**src/rtl/mem_port_arbiter_if.sv**
```systemverilog
`default_nettype none
// ============================================================================
// Module      : mem_port_arbiter_if
// Description : Bundles the core, host and memory signals of the
//               two-port memory arbiter.
//               slave  - arbiter side: takes requests and mem_rdata, drives
//                        grants, read returns and the memory command.
//               master - environment side: drives requests and mem_rdata.
//               Ports:
//                 core: core_req/we/addr/wdata  -> arbiter
//                       core_gnt/rvalid/rdata   <- arbiter
//                 host: host_req/we/lock/addr/wdata -> arbiter
//                       host_gnt/rvalid/rdata       <- arbiter
//                 mem : mem_en/we/addr/wdata <- arbiter
//                       mem_rdata            -> arbiter
// Revision    : 1.0 - initial release
// ============================================================================
interface mem_port_arbiter_if;
  // core requester
  logic       core_req;
  logic       core_we;
  logic [7:0] core_addr;
  logic [7:0] core_wdata;
  logic       core_gnt;
  logic       core_rvalid;
  logic [7:0] core_rdata;
  // host requester
  logic       host_req;
  logic       host_we;
  logic       host_lock;
  logic [7:0] host_addr;
  logic [7:0] host_wdata;
  logic       host_gnt;
  logic       host_rvalid;
  logic [7:0] host_rdata;
  // memory side
  logic       mem_en;
  logic       mem_we;
  logic [7:0] mem_addr;
  logic [7:0] mem_wdata;
  logic [7:0] mem_rdata;

  modport slave (
    input  core_req, core_we, core_addr, core_wdata,
    output core_gnt, core_rvalid, core_rdata,
    input  host_req, host_we, host_lock, host_addr, host_wdata,
    output host_gnt, host_rvalid, host_rdata,
    output mem_en, mem_we, mem_addr, mem_wdata,
    input  mem_rdata
  );

  modport master (
    output core_req, core_we, core_addr, core_wdata,
    input  core_gnt, core_rvalid, core_rdata,
    output host_req, host_we, host_lock, host_addr, host_wdata,
    input  host_gnt, host_rvalid, host_rdata,
    input  mem_en, mem_we, mem_addr, mem_wdata,
    output mem_rdata
  );
endinterface
`default_nettype wire

```
**src/rtl/mem_port_arbiter.sv**
```systemverilog
`default_nettype none
// ============================================================================
// Module      : mem_port_arbiter
// Description : Arbitrates a single-ported synchronous memory between a core
//               and a host requester. Round-robin by default; the host may
//               lock the port for up to MAX_BURST consecutive grants while the
//               core waits.
//               Ports:
//                 clock - system clock
//                 reset - synchronous, active-high
//                 bus   - mem_port_arbiter_if.slave (core, host, memory)
//               Sequence per transaction:
//                 IDLE   : arbitrate, capture winner's command
//                 ACCESS : gnt pulse, memory command driven
//                 RDATA  : (reads only) owner's rvalid with mem_rdata
// Revision    : 1.0 - initial release
// ============================================================================
module mem_port_arbiter #(
  parameter int MAX_BURST = 16
) (
  input  wire logic           clock,
  input  wire logic           reset,
  mem_port_arbiter_if.slave   bus
);

  localparam int c_cnt_w = $clog2(MAX_BURST) + 1;
  localparam logic [c_cnt_w-1:0] c_max_burst = c_cnt_w'(MAX_BURST);

  typedef enum logic [1:0] {
    ST_IDLE   = 2'd0,
    ST_ACCESS = 2'd1,
    ST_RDATA  = 2'd2
  } state_t;

  state_t             r_state;
  logic               r_last_host;   // 1 when the host received the last grant
  logic               r_owner_host;  // owner of the transaction in flight
  logic [c_cnt_w-1:0] r_burst_cnt;
  logic               r_core_gnt;
  logic               r_host_gnt;
  logic               r_core_rvalid;
  logic               r_host_rvalid;
  logic               r_mem_en;
  logic               r_mem_we;
  logic [7:0]         r_mem_addr;
  logic [7:0]         r_mem_wdata;

  logic               w_burst_ok;
  logic               w_lock_win;
  logic               w_grant_core;
  logic               w_grant_host;

  assign w_burst_ok = (r_burst_cnt < c_max_burst);
  assign w_lock_win = bus.host_req && bus.host_lock && w_burst_ok;

  // Winner selection, only meaningful in IDLE. A locked host under its burst
  // budget beats the core; otherwise the requester not granted last wins a
  // tie. Once the budget is spent the tie-break alone hands the core the
  // port, since the host was necessarily the last one granted.
  always_comb begin
    w_grant_core = 1'b0;
    w_grant_host = 1'b0;
    if (r_state == ST_IDLE) begin
      if (w_lock_win) begin
        w_grant_host = 1'b1;
      end else if (bus.core_req && bus.host_req) begin
        if (r_last_host) begin
          w_grant_core = 1'b1;
        end else begin
          w_grant_host = 1'b1;
        end
      end else if (bus.core_req) begin
        w_grant_core = 1'b1;
      end else if (bus.host_req) begin
        w_grant_host = 1'b1;
      end
    end
  end

  always_ff @(posedge clock) begin
    if (reset) begin
      r_state       <= ST_IDLE;
      r_last_host   <= 1'b1;
      r_owner_host  <= 1'b0;
      r_burst_cnt   <= '0;
      r_core_gnt    <= 1'b0;
      r_host_gnt    <= 1'b0;
      r_core_rvalid <= 1'b0;
      r_host_rvalid <= 1'b0;
      r_mem_en      <= 1'b0;
      r_mem_we      <= 1'b0;
      r_mem_addr    <= '0;
      r_mem_wdata   <= '0;
    end else begin
      // Every registered output is a one-cycle pulse; default them low and
      // raise only the ones belonging to the state being entered.
      r_core_gnt    <= 1'b0;
      r_host_gnt    <= 1'b0;
      r_core_rvalid <= 1'b0;
      r_host_rvalid <= 1'b0;
      r_mem_en      <= 1'b0;
      r_mem_we      <= 1'b0;
      r_mem_addr    <= '0;
      r_mem_wdata   <= '0;

      case (r_state)
        ST_IDLE: begin
          if (w_grant_core || !bus.host_lock) begin
            r_burst_cnt <= '0;
          end else if (w_grant_host && w_burst_ok) begin
            r_burst_cnt <= r_burst_cnt + c_cnt_w'(1);
          end

          if (w_grant_core) begin
            r_state      <= ST_ACCESS;
            r_core_gnt   <= 1'b1;
            r_owner_host <= 1'b0;
            r_last_host  <= 1'b0;
            r_mem_en     <= 1'b1;
            r_mem_we     <= bus.core_we;
            r_mem_addr   <= bus.core_addr;
            r_mem_wdata  <= bus.core_wdata;
          end else if (w_grant_host) begin
            r_state      <= ST_ACCESS;
            r_host_gnt   <= 1'b1;
            r_owner_host <= 1'b1;
            r_last_host  <= 1'b1;
            r_mem_en     <= 1'b1;
            r_mem_we     <= bus.host_we;
            r_mem_addr   <= bus.host_addr;
            r_mem_wdata  <= bus.host_wdata;
          end
        end

        ST_ACCESS: begin
          if (r_mem_we) begin
            r_state <= ST_IDLE;
          end else begin
            r_state       <= ST_RDATA;
            r_core_rvalid <= !r_owner_host;
            r_host_rvalid <= r_owner_host;
          end
        end

        ST_RDATA: begin
          r_state <= ST_IDLE;
        end

        default: begin
          r_state <= ST_IDLE;
        end
      endcase
    end
  end

  assign bus.core_gnt    = r_core_gnt;
  assign bus.host_gnt    = r_host_gnt;
  assign bus.core_rvalid = r_core_rvalid;
  assign bus.host_rvalid = r_host_rvalid;
  // The memory returns data during RDATA itself, so read data is steered
  // straight through, gated by the registered rvalid of the owner.
  assign bus.core_rdata  = r_core_rvalid ? bus.mem_rdata : 8'h00;
  assign bus.host_rdata  = r_host_rvalid ? bus.mem_rdata : 8'h00;
  assign bus.mem_en      = r_mem_en;
  assign bus.mem_we      = r_mem_we;
  assign bus.mem_addr    = r_mem_addr;
  assign bus.mem_wdata   = r_mem_wdata;

endmodule
`default_nettype wire

```
**src/flat_wrapper.sv**
```systemverilog
// flat-port wrapper written by rule: the top's interface ports become plain ports
module mem_port_arbiter_flat 
#(
  parameter int MAX_BURST = 16
)
  (clock, reset, bus_core_req, bus_core_we, bus_core_addr, bus_core_wdata, bus_core_gnt, bus_core_rvalid, bus_core_rdata, bus_host_req, bus_host_we, bus_host_lock, bus_host_addr, bus_host_wdata, bus_host_gnt, bus_host_rvalid, bus_host_rdata, bus_mem_en, bus_mem_we, bus_mem_addr, bus_mem_wdata, bus_mem_rdata);
  mem_port_arbiter_if bus_i ();
  input  wire logic clock;
  input  wire logic reset;
  input wire logic [$bits(bus_i.core_req)-1:0] bus_core_req;
  input wire logic [$bits(bus_i.core_we)-1:0] bus_core_we;
  input wire logic [$bits(bus_i.core_addr)-1:0] bus_core_addr;
  input wire logic [$bits(bus_i.core_wdata)-1:0] bus_core_wdata;
  output wire logic [$bits(bus_i.core_gnt)-1:0] bus_core_gnt;
  output wire logic [$bits(bus_i.core_rvalid)-1:0] bus_core_rvalid;
  output wire logic [$bits(bus_i.core_rdata)-1:0] bus_core_rdata;
  input wire logic [$bits(bus_i.host_req)-1:0] bus_host_req;
  input wire logic [$bits(bus_i.host_we)-1:0] bus_host_we;
  input wire logic [$bits(bus_i.host_lock)-1:0] bus_host_lock;
  input wire logic [$bits(bus_i.host_addr)-1:0] bus_host_addr;
  input wire logic [$bits(bus_i.host_wdata)-1:0] bus_host_wdata;
  output wire logic [$bits(bus_i.host_gnt)-1:0] bus_host_gnt;
  output wire logic [$bits(bus_i.host_rvalid)-1:0] bus_host_rvalid;
  output wire logic [$bits(bus_i.host_rdata)-1:0] bus_host_rdata;
  output wire logic [$bits(bus_i.mem_en)-1:0] bus_mem_en;
  output wire logic [$bits(bus_i.mem_we)-1:0] bus_mem_we;
  output wire logic [$bits(bus_i.mem_addr)-1:0] bus_mem_addr;
  output wire logic [$bits(bus_i.mem_wdata)-1:0] bus_mem_wdata;
  input wire logic [$bits(bus_i.mem_rdata)-1:0] bus_mem_rdata;
  assign bus_i.core_req = bus_core_req;
  assign bus_i.core_we = bus_core_we;
  assign bus_i.core_addr = bus_core_addr;
  assign bus_i.core_wdata = bus_core_wdata;
  assign bus_core_gnt = bus_i.core_gnt;
  assign bus_core_rvalid = bus_i.core_rvalid;
  assign bus_core_rdata = bus_i.core_rdata;
  assign bus_i.host_req = bus_host_req;
  assign bus_i.host_we = bus_host_we;
  assign bus_i.host_lock = bus_host_lock;
  assign bus_i.host_addr = bus_host_addr;
  assign bus_i.host_wdata = bus_host_wdata;
  assign bus_host_gnt = bus_i.host_gnt;
  assign bus_host_rvalid = bus_i.host_rvalid;
  assign bus_host_rdata = bus_i.host_rdata;
  assign bus_mem_en = bus_i.mem_en;
  assign bus_mem_we = bus_i.mem_we;
  assign bus_mem_addr = bus_i.mem_addr;
  assign bus_mem_wdata = bus_i.mem_wdata;
  assign bus_i.mem_rdata = bus_mem_rdata;
  mem_port_arbiter #(.MAX_BURST(MAX_BURST)) u_core (.clock(clock), .reset(reset), .bus(bus_i));
endmodule
```
**config.mk**
```make
export PLATFORM = sky130hd
export DESIGN_NAME = mem_port_arbiter_flat
export DESIGN_NICKNAME = d
export VERILOG_FILES = /design/src/rtl/mem_port_arbiter_if.sv /design/src/rtl/mem_port_arbiter.sv /design/src/flat_wrapper.sv
export SDC_FILE = /design/constraint.sdc
export NUM_CORES = 1
export LEC_CHECK = 0
export CORE_MARGIN = 2
export CORE_UTILIZATION = 34
export CTS_CLUSTER_DIAMETER = 30
export DETAILED_ROUTE_END_ITERATION = 8
export HOLD_SLACK_MARGIN = 0.1
export PLACE_DENSITY = 0.85
export SYNTH_ARGS = -nofsm -noshare
export SYNTH_HDL_FRONTEND = slang
export SYNTH_SLANG_ARGS = --single-unit
export TNS_END_PERCENT = 20
```
**constraint.sdc**
```tcl
create_clock -name clock -period 2 [get_ports clock]
set_clock_uncertainty 0.15 [all_clocks]
set_input_delay 0.4 -clock clock [delete_from_list [all_inputs] [get_ports clock]]
set_output_delay 0.4 -clock clock [all_outputs]
set_load 0.05 [all_outputs]
```
==> results.md, run 1 <==
- Initial Utilization: 35.8%
- CP Launch Type: primary input
- Chip width: about 64 um
- Post-synthesis compound-gate area fraction: approximately a fifth
- Largest net degree at the start of global routing: 21
- Dominant cell type by area after synthesis: dfxtp_1
- Slack of the critical path: between 0.15 and 0.2 ns
- DRT Wirelength: approximately 3400 um
- Post-synth ARST share: 0%
- Filler cell count: 275
- Status: finished, final reports clean
- Final layout net count: between 200 and 250
- Worst EP required: around 2.1 ns
- GRT overflow: 0
- Max Root-Sink Buffers: 2
- Area growth syn-to-layout: 91.6%
- Layout cell share with drive strength beyond 1: 26.0%
- Htree depth: 2
- Worst R2R Path Depth: 4
- Clock Tree Root: clkbuf_4
- Worst hold path stage count: 1
- Place WS: -0.451 ns
- Final Hold Viols: 0
- Min-delay src: u_core.r_owner_host$_SDFFE_PP0P_
- PostCTS Resize Cnt: 10
- Synth top area share: 51.6%
- Worst-path maximum fanout: 20
- Clock slew at reported path FFs: roughly 0.090 ns
- PwrDens: 660 nW/um^2
- GR Util All Layers: 17.4%
- Total Neg Setup Slack: 0 ns
- Final period util: 91.0%
- Initial antenna violation count: 0
- Syn nets: 154
- CTS tree: done
- WHS Endpoint: u_core.bus.core_rvalid$_SDFF_PP0_
- Simple-gate share of the synthesized area: 21.6%
- R2R Setup Slk: around 0.29 ns
- Slew Viols, Final: 0
- CORE AREA: ~3400 sq um
- Xor and xnor area share after synthesis: less than 1%
- Gpl congestion: around 0.70
- Mapped Area: roughly 1200 sq um
- Count leader, synth: dfxtp_1
- Number of detailed-route iterations in the first pass: 4
- Seq cells post-synth: 31
- Post-CTS Setup Repair Bufs: 0
- Ys Warns: 0
- Port bufs: between 80 and 90
- Slew @ Worst Pin: ~0.70 ns
- RSZ-0062 raised after global routing: no
- Leak: roughly 0.001 uW
- Placement Cell Area: 2240 sq um
- Number of global-route vias before repair: ~1200
- Post-synthesis mux area share: 0.936%
- Die Area: approximately 4000 sq um
- Clock Sinks: 31
- Mean area per synthesized cell: 11.4 sq um
- DR vias/cell: approximately 4.7
- Maxcap violations: 0
- Ant diodes: 0
- # setup viols final: 0
- Final antenna-violating net count: 0
- Mapped Cells: about 110
- Reg2reg end: u_core.bus.mem_wdata[6]$_SDFF_PP0_
- Worst reg2reg path startpoint: u_core.r_burst_cnt[4]$_SDFFE_PP0P_
- Row cnt: 21
- Chip Height: approximately 64 um
- HP Class: reg -> reg
- Worst skew pair latency: about 0.33 ns
- Largest family of logic cells by synthesized area: simple AND/OR/NAND/NOR gates
- Multi-input gate area: roughly 550 sq um
- Synth area leaders: dfxtp_1 (52%), a22o_1 (14%), and2_1 (8.8%)
- Initial DRC count: 16
- Fin crit period: about 1.8 ns
- Ys flop type: dfxtp_1
- Global-route wire length before repair: approximately 5300 um
- CP Capture Type: register
- Arr. time, crit path: between 1.5 and 2 ns
- Number of flops mapped to enable cells by yosys: 0
- Fmax: around 550 MHz
- Storage cell area: just over 600 sq um
- Finished Cell Area: 2310 sq um
- Fin util: between 60% and 70%
- DPL Wire Length: around 2800 um
- Vias post-DR: 1166
- Synth Area in Adders: under 10%
- # DRC: 0
- Commonest cells in the netlist: dfxtp_1 (31), a22o_1 (19), and2_1 (17)
- Headroom to the max-slew limit: between 50% and 60%
- VDD IR max: just under 0.0006 V
- Yosys cell types: 30
- Setup CP Type: in -> reg
- CTS Hold Buffers Added: 0
- Wirelength per Cell: around 14 um
- CTS Buf Count: 5
- Post-synthesis sequential area ratio: between 50% and 60%
- Ports: 85
-- worst max-delay path by stage --
stage	to	startpoint	cells after the start	slack (ns)
floorplan	bus_core_rdata[1]	u_core.bus.core_rvalid$_SDFF_PP0_	1	0.26
global placement	u_core.bus.mem_wdata[3]$_SDFF_PP0_	bus_core_req	4	-0.39
detailed placement	u_core.bus.mem_wdata[6]$_SDFF_PP0_	bus_host_lock	5	-0.45
CTS	u_core.bus.mem_addr[4]$_SDFF_PP0_	bus_host_lock	6	0.19
global route	u_core.bus.mem_wdata[5]$_SDFF_PP0_	bus_host_lock	5	0.11
finish	u_core.bus.mem_wdata[6]$_SDFF_PP0_	bus_host_lock	5	0.18
-- cells by family after synthesis --
family,count (synthesis)
mux,1
simple gates,37
buf+inv,5
flops,31
compound gates,30
xor+xnor,1
fa+ha+maj,1
-- through the flow --
step                      cells  total power, uW  hold WS [ns]
after floorplan             106              925         0.256
after global placement      238             1130         0.267
after detailed placement    238             1140         0.276
after CTS                   246             1540         0.289
after global routing        246             1590         0.328
final                       246             1520         0.291
-- power breakdown --
group	total (uW)	internal [uW]	switching, uW
Combinational	429	199	230
Sequential	685	659	25.4
Clock	408	207	201
-- layout make-up --
class	count	share of cell area [%]
clock buffers	8	2.98
inverters	1	0.163
multi-input cells	70	24.0
flip-flops and latches	31	26.9
well taps	46	2.50
repair buffers	90	43.5
-- state kept, by name, indices dropped and copies added, names as in the netlist --
name                    flops
u_core.r_owner_host         1
u_core.bus.core_rvalid      1
u_core.bus.host_gnt         1
u_core.bus.core_gnt         1
u_core.bus.mem_addr         8
u_core.bus.host_rvalid      1
u_core.r_burst_cnt          5
u_core.bus.mem_wdata        8
u_core.bus.mem_en           1
u_core.r_last_host          1
u_core.bus.mem_we           1
u_core.r_state              2
-- worst max-delay path: stages --
cell and delay (ns):
clkdlybuf4s50_1 0.45, nand2b_2 0.13, a31oi_4 0.11, nor3_4 0.61, a22o_1 0.23
-- metal layers --
metal	up-vias	routed length [um]	global-route usage, %
met1	536	1200	15.2
met3	8	246	5.71
li1	562	-	-
met4	0	72	8.42
met2	60	1860	34.6
met5	-	0	0
-- placed cells by master (no fill, tap or decap), drive strengths merged, types with 2 or more instances in the layout --
cell type       n
or2             2
buf            35
dfxtp          31
nand2b          3
and2           17
a22o           19
a21oi           5
nand2           6
nor2            2
clkbuf          8
dlygate4sd2     9
nor4b           2
clkdlybuf4s50  46
o21ai           2
Power figures use the tool's default switching activity.
==> run 2, diff against run 1 <==
CAP_MARGIN = 10   (was default)
CELL_PAD_IN_SITES_DETAIL_PLACEMENT = 0   (was default)
CELL_PAD_IN_SITES_GLOBAL_PLACEMENT = 1   (was default)
CORE_UTILIZATION = 26   (was 34)
PLACE_DENSITY = 0.89   (was 0.85)
==> run 2 against run 1 <==
- die area grew 29%
- global-route usage shrank 5.3 points
- worst hold slack lost 0.0068 ns
- sequential share of layout area shrank 0.15 points
- cell count grew 1.2%
- non-clock buffer count shrank 3
- wire length shrank 16%
- flip-flop and latch count is the same
- combinational power is essentially flat
==> results.md, run 2 (synthesis gave the netlist of run 1 again) <==
- Gpl congestion: between 0.7 and 0.8
- Crit path cell chain: clkdlybuf4s50_1
- DPL Wire Length: 2200 um
- DRT Wirelength: around 2800 um
- Fmax: around 520 MHz
- Clock Sinks: 31
- Vias post-DR: around 1100
- DR vias/cell: between 4 and 5
- VDD IR max: 0.000419 V
- # DRC: 0
- Die Area: 5190 sq um
- Final Hold Viols: 0
- Leak: 0.000962 uW
- PwrDens: between 600 and 700 nW/um^2
- Largest net degree at the start of global routing: 21
- CP bufs+invs: 1
- Final layout net count: between 200 and 250
- Slew Viols, Final: 0
- Layout cell share with drive strength beyond 1: between 20% and 30%
- Tot Pwr: ~1600 uW
- CP Capture Type: output port
- RSZ-0062 raised after global routing: no
- DP Cell Count: 241
- CTS Hold Buffers Added: 0
- Worst hold path stage count: 1
- CORE AREA: approximately 4400 sq um
- Top Family by Delay on Critical Path: buffers and inverters
- Source of the critical timing path: u_core.bus.core_gnt$_SDFF_PP0_
- Wirelength per Cell: about 11 um
- Clock share of power: around 30%
- Finished Layout Cells: ~250
- Commonest non-fill, non-tap cells in the layout: clkdlybuf4s50_1 (53), dfxtp_1 (31), a22o_1 (19)
- Number of global-route vias before repair: around 1100
- Headroom to the max-slew limit: approximately 66%
- Clock Tree Root: clkbuf_8
- CP Launch Type: register
- Clock slew at reported path FFs: around 0.060 ns
- Final period util: a little over nine tenths
- Logic pwr share: 27.3%
- Chip Height: 72.0 um
- Number of detailed-route iterations in the first pass: 4
- Arr. time, crit path: 1.39 ns
- Initial antenna violation count: 0
- Net switching share of the total power: between 20 and 30%
- Internal: 1100 uW
- Commonest non-fill, non-tap cell in the layout: clkdlybuf4s50_1
- Setup CP Type: reg -> out
- Row cnt: 24
- Ant diodes: 0
- GR Util All Layers: around 12%
- Initial Utilization: a little over a quarter
- Initial DRC count: 55
- Critical path's largest stage delay: between 0.8 and 0.9 ns
- # setup viols final: 0
- Fin crit period: 1.94 ns
- Htree depth: 2
- Critical Path Stages: 1
- Final antenna-violating net count: 0
- Port bufs: 84
- Worst EP required: 1.45 ns
- Switching Power: about 470 uW
- Chip width: 72.0 um
- Worst skew pair latency: about 0.28 ns
- CTS Buf Count: 5
- HP Class: reg -> reg
- R2R Setup Slk: between 0.4 and 0.5 ns
- Worst-path maximum fanout: 1
- Slew @ Worst Pin: 0.514 ns
- GRT overflow: 0
- Max Root-Sink Buffers: 2
- Critical Path End: bus_core_gnt
- Ports: 85
- Maxcap violations: 0
- CTS tree: done
- PostCTS Resize Cnt: 0
- Status: finished, final reports clean
- Sequential Power Share: between 40% and 50%
- Global-route wire length before repair: between 4000 and 5000 um
- CP max stage cell: clkdlybuf4s50_1
- Reg2reg end: u_core.bus.mem_wdata[7]$_SDFF_PP0_
- Area growth syn-to-layout: 92.6%
- Worst R2R Path Depth: 4
- Worst reg2reg path startpoint: u_core.r_burst_cnt[4]$_SDFFE_PP0P_
- Post-CTS Setup Repair Bufs: 0
-- run 2: cell count changes in the layout (fill, tap and decap cells not counted) --
cell,change
clkbuf_1,-1
buf_4,-2
clkinv_2,+3
dlygate4sd2_1,-9
clkbuf_8,+3
buf_12,+1
nor3_4,-1
clkdlybuf4s50_1,+7
nor3_2,+1
clkbuf_4,-5
-- run 2: per-stage QoR --
stage	setup TNS [ns]	hold WS (ns)	cell area [sq um]	util [%]	setup WS, ns
floorplan	0	0.256	1200	-	0.261
global placement	0	0.268	2230	50.6	0.00876
detailed placement	-0.00535	0.277	2230	50.6	-0.00535
CTS	0	0.286	2320	52.5	0.0441
global route	0	0.304	2320	52.5	0.00206
finish	0	0.284	2320	52.5	0.0627
-- run 2: layer usage --
layer | GRT usage [%] | up-vias | routed length, um
li1 | - | 558 | -
met4 | 6.29 | 0 | 64
met1 | 13.9 | 498 | 1120
met3 | 6.25 | 6 | 351
met2 | 18.3 | 63 | 1300
met5 | 0 | - | 0
-- run 2: final cells by class --
class	instances	area [sq um]
fillers	401	2100
repair buffers	87	998
flip-flops and latches	31	621
multi-input cells	70	547
clock buffers	5	68.8
well taps	52	65.1
clock inverters	3	15.0
inverters	1	3.75
-- run 2: power by group through the flow --
stage               logic, uW  clock network [uW]  registers (uW)
global route              454                 510             689
floorplan                 116                   0             808
detailed placement        433                   0             698
CTS                       434                 480             684
finish                    429                 458             684
global placement          429                   0             697
-- run 2: how the worst min path moves through the flow --
stage | from | slack, ns | end
finish | u_core.r_owner_host$_SDFFE_PP0P_ | 0.28 | u_core.bus.core_rvalid$_SDFF_PP0_
global route | u_core.r_owner_host$_SDFFE_PP0P_ | 0.30 | u_core.bus.core_rvalid$_SDFF_PP0_
CTS | u_core.r_owner_host$_SDFFE_PP0P_ | 0.29 | u_core.bus.core_rvalid$_SDFF_PP0_
detailed placement | u_core.r_owner_host$_SDFFE_PP0P_ | 0.28 | u_core.bus.core_rvalid$_SDFF_PP0_
global placement | u_core.r_owner_host$_SDFFE_PP0P_ | 0.27 | u_core.bus.core_rvalid$_SDFF_PP0_
floorplan | u_core.r_owner_host$_SDFFE_PP0P_ | 0.26 | u_core.bus.core_rvalid$_SDFF_PP0_
